==> config.mk <==
export PLATFORM = sky130hd
export DESIGN_NAME = ram_port_arbiter
export DESIGN_NICKNAME = d
export VERILOG_FILES = /design/src/rtl/ram_port_arbiter_pkg.sv /design/src/rtl/rr_arb2.sv /design/src/rtl/ram_port_arbiter.sv
export SDC_FILE = /design/constraint.sdc
export NUM_CORES = 1
export LEC_CHECK = 0
export BUFFER_PORTS_ARGS = -buffer_cell sky130_fd_sc_hd__buf_2
export CORE_AREA = 2 2 219 221
export CTS_CLUSTER_SIZE = 8
export DETAILED_ROUTE_END_ITERATION = 10
export DIE_AREA = 0 0 221 223
export GPL_TIMING_DRIVEN = 0
export PLACE_DENSITY = 0.3
export SYNTH_ARGS = -nofsm -noshare
export SYNTH_HDL_FRONTEND = slang
export SYNTH_SLANG_ARGS = --single-unit
==> constraint.sdc <==
create_clock -name clk -period 1.4 [get_ports clk]
set_clock_uncertainty 0.1 [all_clocks]
set_input_delay 0.14 -clock clk [delete_from_list [all_inputs] [get_ports clk]]
set_output_delay 0.14 -clock clk [all_outputs]
set_load 0.02 [all_outputs]
==> src/rtl/ram_port_arbiter_pkg.sv <==
// Shared definitions for the RAM port arbiter and the SRAM leg of bridge_1x3.
package ram_port_arbiter_pkg;

  localparam int RAM_AW  = 16;
  localparam int DATA_WD = 64;
  localparam int STRB_WD = DATA_WD / 8;

  typedef enum logic {
    REQ_CPU = 1'b0,
    REQ_LDR = 1'b1
  } req_id_t;

  typedef enum logic {
    ST_IDLE = 1'b0,
    ST_RESP = 1'b1
  } resp_state_t;

endpackage

==> src/rtl/rr_arb2.sv <==
// Two-way round-robin picker; the requester not granted last wins a conflict.
module rr_arb2
  import ram_port_arbiter_pkg::*;
(
  input  logic       clk,
  input  logic       rst,
  input  logic [1:0] req,
  output logic [1:0] gnt
);

  req_id_t last_gnt;

  always_comb begin
    gnt = 2'b00;
    case (req)
      2'b01:   gnt = 2'b01;
      2'b10:   gnt = 2'b10;
      2'b11:   gnt = (last_gnt == REQ_LDR) ? 2'b01 : 2'b10;
      default: gnt = 2'b00;
    endcase
  end

  // Reset to the loader so the CPU wins the first conflict.
  always_ff @(posedge clk) begin
    if (rst)         last_gnt <= REQ_LDR;
    else if (gnt[0]) last_gnt <= REQ_CPU;
    else if (gnt[1]) last_gnt <= REQ_LDR;
  end

endmodule

==> src/rtl/ram_port_arbiter.sv <==
// Shares RAM port a between the CPU SRAM leg (m0) and the loader/debug port (m1),
// and steers the 1-cycle read response back to the requester that issued it.
module ram_port_arbiter #(
  parameter int RAM_AW  = ram_port_arbiter_pkg::RAM_AW,
  parameter int DATA_WD = ram_port_arbiter_pkg::DATA_WD,
  parameter int STRB_WD = ram_port_arbiter_pkg::STRB_WD
) (
  input  logic               clk,
  input  logic               rst,
  input  logic               m0_req,
  input  logic [STRB_WD-1:0] m0_we,
  input  logic [63:0]        m0_addr,
  input  logic [DATA_WD-1:0] m0_wdata,
  output logic               m0_gnt,
  output logic               m0_rvalid,
  output logic [DATA_WD-1:0] m0_rdata,
  input  logic               m1_req,
  input  logic [STRB_WD-1:0] m1_we,
  input  logic [63:0]        m1_addr,
  input  logic [DATA_WD-1:0] m1_wdata,
  output logic               m1_gnt,
  output logic               m1_rvalid,
  output logic [DATA_WD-1:0] m1_rdata,
  output logic               ram_en,
  output logic [STRB_WD-1:0] ram_we,
  output logic [RAM_AW-1:0]  ram_addr,
  output logic [DATA_WD-1:0] ram_wdata,
  input  logic [DATA_WD-1:0] ram_rdata
);
  import ram_port_arbiter_pkg::*;

  typedef struct packed {
    logic [STRB_WD-1:0] we;
    logic [63:0]        addr;
    logic [DATA_WD-1:0] wdata;
  } port_req_t;

  logic [1:0]  gnt;
  port_req_t   sel;
  resp_state_t state, state_nxt;
  req_id_t     owner, owner_nxt;
  logic        resp_live;
  logic        unused_addr_bits;

  rr_arb2 u_arb (
    .clk (clk),
    .rst (rst),
    .req ({m1_req, m0_req}),
    .gnt (gnt)
  );

  assign m0_gnt = gnt[0];
  assign m1_gnt = gnt[1];

  // Idle port drives zeros so ram_we is 0 whenever nothing is granted.
  always_comb begin
    sel = '0;
    if (gnt[0])      sel = '{we: m0_we, addr: m0_addr, wdata: m0_wdata};
    else if (gnt[1]) sel = '{we: m1_we, addr: m1_addr, wdata: m1_wdata};
  end

  assign ram_en    = |gnt;
  assign ram_we    = sel.we;
  assign ram_addr  = sel.addr[RAM_AW+2:3];
  assign ram_wdata = sel.wdata;

  // Byte offset and bits above the RAM span are intentionally dropped.
  assign unused_addr_bits = ^{sel.addr[63:RAM_AW+3], sel.addr[2:0]};

  always_comb begin
    state_nxt = ST_IDLE;
    owner_nxt = owner;
    if (ram_en && (ram_we == '0)) begin
      state_nxt = ST_RESP;
      owner_nxt = gnt[1] ? REQ_LDR : REQ_CPU;
    end
  end

  always_ff @(posedge clk) begin
    if (rst) begin
      state <= ST_IDLE;
      owner <= REQ_CPU;
    end else begin
      state <= state_nxt;
      owner <= owner_nxt;
    end
  end

  // A response still pending when reset arrives is suppressed immediately.
  assign resp_live = (state == ST_RESP) && !rst;
  assign m0_rvalid = resp_live && (owner == REQ_CPU);
  assign m1_rvalid = resp_live && (owner == REQ_LDR);
  assign m0_rdata  = m0_rvalid ? ram_rdata : '0;
  assign m1_rdata  = m1_rvalid ? ram_rdata : '0;

endmodule

Yosys cells after proc, flatten, opt, wreduce, memory -nomap -nowiden
Index checks and enable logic that the tools add are counted.
{ "totals": {"reg_bits": 3, "latchBits": 0, "ram_bits": 0, "rom_bits": 0, "in_bits": 340, "output_inout_bits": 221, "wordCells": 25, "n_memories": 0} }
{ "op_classes": {"addsub": 0, "n_mul": 0, "div": 0, "n_lt_le_gt_ge": 0, "eq_ne": 3, "shift": 0, "muxes": 10, "n_bitwise": 1, "n_reduce_logical": 8} }
{ "op_table": {"columns": ["cell", "count"], "rows": [
  ["$mux W136", 2],
  ["$mux W64", 2],
  ["$logic_not A8 Y1", 1],
  ["$pmux W2 S3", 1],
  ["$eq A2 B2 Y1 const B", 2],
  ["$logic_and A1 B1 Y1", 4],
  ["$mux W1", 4],
  ["$eq A2 B1 Y1 const B", 1],
  ["$mux W2", 1],
  ["$reduce_bool A2 Y1", 1],
  ["$reduce_or A2 Y1", 1],
  ["$logic_not A1 Y1", 1],
  ["$not A1 Y1", 1]
]} }

Depth between registers and ports, before layout
Gate-level depths: netlist of the first run.
{ "depth": {"depth_word": 7, "ltp_mapped": 6, "mapped_depth_nobuf": 4} }

Modules after synthesis
Synthesis of the first run repeated with hierarchy kept, for this count alone.
{ "unflattened": {"cells_unflattened": 275, "area_unflattened_um2": 1923.1} }
{ "modules_own_cells": {"columns": ["mod", "n_inst", "cells_each", "area_each_um2", "seq_area_each_um2"], "rows": [
  ["ram_port_arbiter", 1, 268, 1868.0, 40.0],
  ["rr_arb2", 1, 7, 55.1, 20.0]
]} }

Worst setup path before layout of the first run
Ideal clock, no wire load.
{ "synth_path": {"path_type": "reg-to-output", "start": "register u_arb.last_gnt", "end": "output port ram_addr[14]", "t_arrival_ps": 1439, "required_ps": 1160, "path_slack_ps": -279, "path_stages_with_launch": 6, "path_buffers": 2, "cell_sequence": "dfxtp_1 nand2b_1 and2_1 buf_2 clkbuf_1 a22o_1"} }
{ "synth_via": {"elab_cells_between_ends": 4, "cone_classes": "mux (4)"} }
{ "synth_lines": {"columns": ["item", "line", "text"], "rows": [
  ["from (decl)", "rr_arb2.sv:11", "req_id_t last_gnt;"],
  ["from (signal assigned)", "rr_arb2.sv:25", "if (rst) last_gnt <= REQ_LDR;"],
  ["from (signal assigned)", "rr_arb2.sv:26", "else if (gnt[0]) last_gnt <= REQ_CPU;"],
  ["from (signal assigned)", "rr_arb2.sv:27", "else if (gnt[1]) last_gnt <= REQ_LDR;"],
  ["$mux W2", "rr_arb2.sv:18", "2'b11: gnt = (last_gnt == REQ_LDR) ? 2'b01 : 2'b10;"],
  ["$pmux W2 S3", "rr_arb2.sv:15", "case (req)"],
  ["via m0_gnt", "ram_port_arbiter.sv:14", "output logic m0_gnt,"],
  ["$mux W136", "ram_port_arbiter.sv:58", "if (gnt[0]) sel = '{we: m0_we, addr: m0_addr, wdata: m0_wdata};"],
  ["to (decl)", "ram_port_arbiter.sv:26", "output logic [RAM_AW-1:0] ram_addr,"]
]} }
The timed path passes the listed nets, and every way through them passes these cells.

Final worst setup path of the first run
{ "layout_path": {"start": "register u_arb.last_gnt", "end": "output port ram_we[1]"} }
{ "layout_via": {"elab_chain_cells": 4} }
{ "layout_rtl": {"columns": ["item", "line", "text"], "rows": [
  ["$mux W2 (*)", "rr_arb2.sv:18", null],
  ["$pmux W2 S3 (*)", "rr_arb2.sv:15", null],
  ["$mux W136", "ram_port_arbiter.sv:59", "else if (gnt[1]) sel = '{we: m1_we, addr: m1_addr, wdata: m1_wdata};"],
  ["$mux W136 (*)", "ram_port_arbiter.sv:58", null],
  ["to (decl)", "ram_port_arbiter.sv:25", "output logic [STRB_WD-1:0] ram_we,"]
]} }
Every way passes the cells marked *; elsewhere a longest branch is shown, timed or not.

==> results.sh, run 1 <==
export IMPL_status="finished with violations"
export IMPL_violations="setup timing"
export IMPL_dieHeight_um=223
export IMPL_ys_flop_type="dfxtp_1"
export IMPL_grt_start_max_net_pins=11
export IMPL_internal_power_mw=1.50
export IMPL_worst_r2r_path_depth=7
export IMPL_grt_pass1_wl_um=30200
export IMPL_whs_path_depth=2
export IMPL_clk_insertion_delay_late_ns=0.22
export IMPL_area_growth_pct=305
export IMPL_rows=80
export IMPL_route_antenna_remaining_nets=0
export IMPL_tightest_slew_ns=0.581
export IMPL_rsz0062_at_grt="yes"
export IMPL_ctsHoldBuffers=0
export IMPL_critPathArrivalTime_ns=1.56
export IMPL_vias=4375
export IMPL_portBuffers=464
export IMPL_peakVddDrop_v=0.000235
export IMPL_async_reset_ff_share_pct=0
export IMPL_clockBufferDepth=2
export IMPL_endpoint_kind="output port"
export IMPL_cap_violations=0
export IMPL_antenna_found_initial=9
export IMPL_ys_seq_area_share_pct=3.14
export IMPL_slew_headroom_pct=60.9
export IMPL_fmax_ghz=0.554
export IMPL_setup_viol=221
export IMPL_htree_num_levels=1
export IMPL_fp_dieW_um=221
export IMPL_synth_cell_area_um2=1910
export IMPL_syn_nets=614
export IMPL_reg2reg_from="u_arb.last_gnt$_SDFFE_PP1P_"
export IMPL_synth_area_leaders="and2_1, a22o_1, clkbuf_1, dfxtp_1, buf_2"
export IMPL_min_delay_start="rst"
export IMPL_layout_setup_ws_ns=-0.404
export IMPL_grt_pass1_vias=4649
export IMPL_critPathKind="reg2out"
export IMPL_yosys_top_cells_count="and2_1, a22o_1, clkbuf_1, buf_2"
export IMPL_critical_path_max_fanout=7
export IMPL_slew_violations=0
export IMPL_io_pin_count=561
export IMPL_power_switching_mw=1.02
export IMPL_ys_warn_count=0
export IMPL_netlist_top_cell_by_area="and2_1"
export IMPL_min_period_over_period_pct=129
export IMPL_cts_root_buffer="clkbuf_16"
export IMPL_worstReg2RegEnd="state$_SDFF_PP0_"
export IMPL_core_area_um2=47100
export IMPL_clk_pin_slew_worst_paths_ns=0.03
export IMPL_p_comb_share_pct=78.5
export IMPL_drtIter0Drc=49
export IMPL_swShare_pct=40.5
export IMPL_layout_cells_non_filler=1387
export IMPL_synthMostInstantiatedCell="and2_1"
export IMPL_finalPower_mw=2.52
export IMPL_grtUsageTotal_pct=8.36
export IMPL_reg2reg_slack_ns=-0.12
export IMPL_power_density_nw_per_um2=325
export IMPL_fp_dieArea_um2=49300
export IMPL_hold_end="state$_SDFF_PP0_"
export IMPL_gp_congestion=0.817
export IMPL_drc_errors=0
export IMPL_cts_num_sinks=3
export IMPL_critPathRequiredTime_ns=1.16
export IMPL_place_ws_ns=-1.11
export IMPL_dp_hpwl_um=17600
export IMPL_synth_edf_count=0
export IMPL_post_route_min_period_ns=1.80
export IMPL_hold_violations=0
export IMPL_startpoint_type="flip-flop"
export IMPL_cts_buffers=3
export IMPL_wire_per_inst_um=15.9
export IMPL_initial_core_util_pct=4.06
export IMPL_syn_avg_cell_area_um2=6.98
export IMPL_vias_per_cell=3.15
export IMPL_synth_distinct_cells=21
export IMPL_hp_class="in2reg"
export IMPL_finalInstanceArea_um2=7750
export IMPL_ys_ff_latch=3
export IMPL_dp_cells=1353
export IMPL_synth_top_area_share_pct=42.2
export IMPL_synthCells=274
export IMPL_seqPwrFrac_pct=3.6
export IMPL_overflow=0
export IMPL_nets=1110
export IMPL_first_pass_iters=4
export IMPL_drive_gt1_share_pct=88.4
export IMPL_tritoncts="yes"
export IMPL_leakagePower_nw=3.90
export IMPL_pwr_share_clk_pct=18.0
export IMPL_wl_um=22000
export IMPL_placed_cell_area_um2=5260
[routing by layer]
metal / vias to the layer above / part of all wire [%] / GRT usage (%)
met5: - / 0.30 / 0
met4: 10 / 3.5 / 3.77
met3: 42 / 8.5 / 2.34
met2: 352 / 56 / 17.1
met1: 1974 / 32 / 7.43
li1: 1997 / - / -
[sequential cells by signal, summed over array words and instances (netlist names)]
name / count
state: 1
owner: 1
u_arb.last_gnt: 1
[worst max-delay path by stage]
stage / startpoint / end / slack [ns] / cells past startpoint
after floorplan: u_arb.last_gnt$_SDFFE_PP1P_ / ram_addr[0] / 0.003 / 5
after CTS: u_arb.last_gnt$_SDFFE_PP1P_ / ram_we[6] / -0.41 / 6
after detailed placement: owner$_SDFFE_PP0P_ / m0_rdata[27] / -1.11 / 5
final: u_arb.last_gnt$_SDFFE_PP1P_ / ram_we[1] / -0.40 / 6
after global placement: owner$_SDFFE_PP0P_ / m0_rdata[27] / -1.08 / 5
after global routing: u_arb.last_gnt$_SDFFE_PP1P_ / ram_we[6] / -0.43 / 6
[cell type report]
cell class,instances,area (µm²)
antenna,3,7.51
buffer,34,636
clock buffer,4,78.8
fill,5235,39400
multi-input combinational,237,2230
sequential,3,66.3
tap,615,769
timing repair buffer,491,3960
[stage by stage]
stage	setup TNS (ns)	util, %	hold WS [ns]
4_1_cts	-76.92	16.0	0.112
2_1_floorplan	0	-	0.118
5_1_grt	-82.85	16.4	0.126
6_report	-70.23	16.4	0.0974
3_5_place_dp	-139.17	11.2	0.319
3_3_place_gp	-137.97	11.2	0.318
[cells by family (layout without fill, tap and decap cells)]
kind of cell    after synthesis  count (layout)  share of synthesized area, %
simple gates                144             144                          47.1
compound gates               93              93                          42.9
buf+inv                      34             529                          6.94
flops                         3               3                          3.14
other cells                   0               3                             0
[critical path, stage by stage (launching register included)]
cell and delay [ns]:
dfxtp_2 0.32, nand2b_4 0.14, and2_4 0.18, buf_12 0.15, clkbuf_16 0.16, a22o_4 0.24, buf_6 0.14
[timing repair]
action,4_1_cts,5_1_grt
pin swaps,74,17
resized for setup,581,72
setup buffers,10,3
setup endpoints to repair,222,222
gates cloned,15,1
[power groups by stage]
stage | Clock [mW] | Sequential (mW) | Combinational, mW
after floorplan | 0 | 0.0916 | 0.705
after global placement | 0 | 0.0922 | 1.47
after detailed placement | 0 | 0.0920 | 1.47
after CTS | 0.461 | 0.0898 | 1.95
after global routing | 0.473 | 0.0904 | 2.09
final | 0.452 | 0.0899 | 1.98
[cell usage in the layout (no fill, tap or decap), types with 2 or more instances in the layout]
cell type / count
dfxtp_2: 2
buf_16: 2
buf_12: 2
clkbuf_8: 4
buf_8: 10
or4_1: 2
nand2b_1: 2
clkbuf_16: 26
and2_4: 119
clkbuf_4: 3
buf_6: 203
buf_4: 8
a22o_1: 68
diode_2: 3
buf_2: 270
a22o_4: 20
and2_1: 10
(Power assumes the default switching activity.)
==> run 2: changes to the inputs <==
--- a/config.mk
+++ b/config.mk
@@ -6,12 +6,15 @@
 export NUM_CORES = 1
 export LEC_CHECK = 0
 export BUFFER_PORTS_ARGS = -buffer_cell sky130_fd_sc_hd__buf_2
+export CELL_PAD_IN_SITES_DETAIL_PLACEMENT = 0
+export CELL_PAD_IN_SITES_GLOBAL_PLACEMENT = 1
 export CORE_AREA = 2 2 219 221
 export CTS_CLUSTER_SIZE = 8
 export DETAILED_ROUTE_END_ITERATION = 10
 export DIE_AREA = 0 0 221 223
 export GPL_TIMING_DRIVEN = 0
-export PLACE_DENSITY = 0.3
+export PLACE_DENSITY = 0.46
+export SKIP_LAST_GASP = 1
 export SYNTH_ARGS = -nofsm -noshare
 export SYNTH_HDL_FRONTEND = slang
 export SYNTH_SLANG_ARGS = --single-unit
==> run 2 against run 1 <==
  * The run still ends with setup timing left
  * Via count decreased by 1.4%
  * Hold slack improved by 0.0094 ns
  * Count of clock-buffer cells in the layout unchanged
  * First-iteration DRC count increased by 35%
  * Highest routed layer is now met4
==> results.sh, run 2 (synthesis results as in run 1) <==
export IMPL_grtUsageMet2_pct=14.8
export IMPL_peakVddDrop_v=0.000399
export IMPL_first_pass_iters=4
export IMPL_grt_busiest_layer="met2"
export IMPL_grt_use_met1_pct=6.82
export IMPL_fmax_ghz=0.554
export IMPL_ctsHoldBuffers=0
export IMPL_critical_path_max_fanout=5
export IMPL_violations="setup timing"
export IMPL_leakagePower_nw=3.81
export IMPL_final_common_cell="buf_2"
export IMPL_gp_congestion=0.835
export IMPL_rows=80
export IMPL_vias_per_cell=3.11
export IMPL_hold_violations=0
export IMPL_grt_use_met3_pct=2.20
export IMPL_critPathLaunch="u_arb.last_gnt$_SDFFE_PP1P_"
export IMPL_nets=1111
export IMPL_cts_root_buffer="clkbuf_16"
export IMPL_status="finished with violations"
export IMPL_hp_class="in2reg"
export IMPL_finalPower_mw=2.44
export IMPL_setup_tns_ns=-70.47
export IMPL_clockBufferDepth=2
export IMPL_slew_headroom_pct=71.1
export IMPL_initial_core_util_pct=4.06
export IMPL_drtIter0Drc=66
export IMPL_portBuffers=464
export IMPL_slew_violations=0
export IMPL_grt_pass1_wl_um=27000
export IMPL_min_period_over_period_pct=129
export IMPL_critPathArrivalTime_ns=1.57
export IMPL_tightest_slew_ns=0.430
export IMPL_reg_largest_list="owner (1), state (1), u_arb.last_gnt (1)"
export IMPL_fp_dieW_um=221
export IMPL_setup_viol=221
export IMPL_dp_cells=1353
export IMPL_tritoncts="yes"
export IMPL_drc_errors=0
export IMPL_grt_start_max_net_pins=11
export IMPL_drive_gt1_share_pct=87.0
export IMPL_antenna_found_initial=3
export IMPL_wire_per_inst_um=14.6
export IMPL_rsz0062_at_grt="yes"
export IMPL_dieHeight_um=223
export IMPL_clk_insertion_delay_late_ns=0.22
export IMPL_io_pin_count=561
export IMPL_vias=4312
export IMPL_grt_pass1_vias=4316
export IMPL_cap_violations=0
export IMPL_endpoint_kind="output port"
export IMPL_wl_um=20200
export IMPL_cts_num_sinks=3
export IMPL_power_density_nw_per_um2=333
export IMPL_overflow=0
export IMPL_mostFrequentLayoutCells="buf_2, buf_6, a22o_1"
export IMPL_core_area_um2=47100
export IMPL_post_route_min_period_ns=1.81
export IMPL_reg2reg_from="u_arb.last_gnt$_SDFFE_PP1P_"
export IMPL_critPathKind="reg2out"
export IMPL_nFillCells=5283
export IMPL_clk_pin_slew_worst_paths_ns=0.03
export IMPL_layout_setup_ws_ns=-0.405
export IMPL_min_delay_start="rst"
export IMPL_cts_buffers=3
export IMPL_startpoint_type="flip-flop"
export IMPL_layout_cells_non_filler=1388
export IMPL_critPathRequiredTime_ns=1.16
export IMPL_route_antenna_remaining_nets=0
export IMPL_dp_hpwl_um=15400
export IMPL_fp_dieArea_um2=49300
export IMPL_htree_num_levels=1
export IMPL_grtUsageTotal_pct=7.38
export IMPL_area_growth_pct=284
-- run 2: worst max-delay path: stages, from the launching register on --
cell and delay (ns):
dfxtp_2 0.32, nand2b_4 0.14, and2_4 0.19, buf_12 0.15, clkbuf_16 0.16, a22o_4 0.23, buf_6 0.13
-- run 2: worst paths after layout --
| kind | cells past startpoint | endpoint | slack (ns) |
|---|---|---|---|
| min | 2 | state$_SDFF_PP0_ | 0.11 |
| max reg2reg | 5 | state$_SDFF_PP0_ | -0.05 |
| max | 6 | ram_wdata[27] | -0.41 |
| min reg2reg | 2 | owner$_SDFFE_PP0P_ | 0.42 |
-- run 2: report_power, final --
| group | leakage [nW] | internal [mW] | switching [mW] |
|---|---|---|---|
| combinational | 3.75 | 1.01 | 0.890 |
| sequential | 0.0252 | 0.0893 | 0.00257 |
| clock | 0.0382 | 0.376 | 0.0762 |
-- run 2: routing by layer --
| layer | wire, µm | vias up |
|---|---|---|
| li1 | - | 2003 |
| met1 | 6710 | 1965 |
| met4 | 788 | 0 |
| met3 | 1620 | 24 |
| met5 | 0 | - |
| met2 | 11100 | 320 |
-- run 2: final cells by class --
class	count	area (µm²)	area share, %
Sequential cell	3	63.8	0.870
Tap cell	615	769	10.5
Timing Repair Buffer	493	3710	50.6
Multi-Input combinational cell	237	2100	28.6
Clock buffer	4	78.8	1.07
Antenna cell	3	7.51	0.102
Buffer	33	603	8.22
-- run 2: stage by stage --
stage	setup WS [ns]	util [%]	instance area (µm²)	hold WS, ns
floorplan	0.00279	-	2170	0.118
global placement	-1.24	11.2	5260	0.311
detailed placement	-1.29	11.2	5260	0.316
CTS	-0.408	15.0	7050	0.110
global route	-0.437	15.6	7330	0.121
finish	-0.405	15.6	7340	0.107
-- run 2: timing repair --
action / CTS / global route
cloned: 17 / 4
setup buffers: 8 / 2
setup endpoints to repair: 222 / 222
pin swaps: 67 / 4
resized for setup: 415 / 75
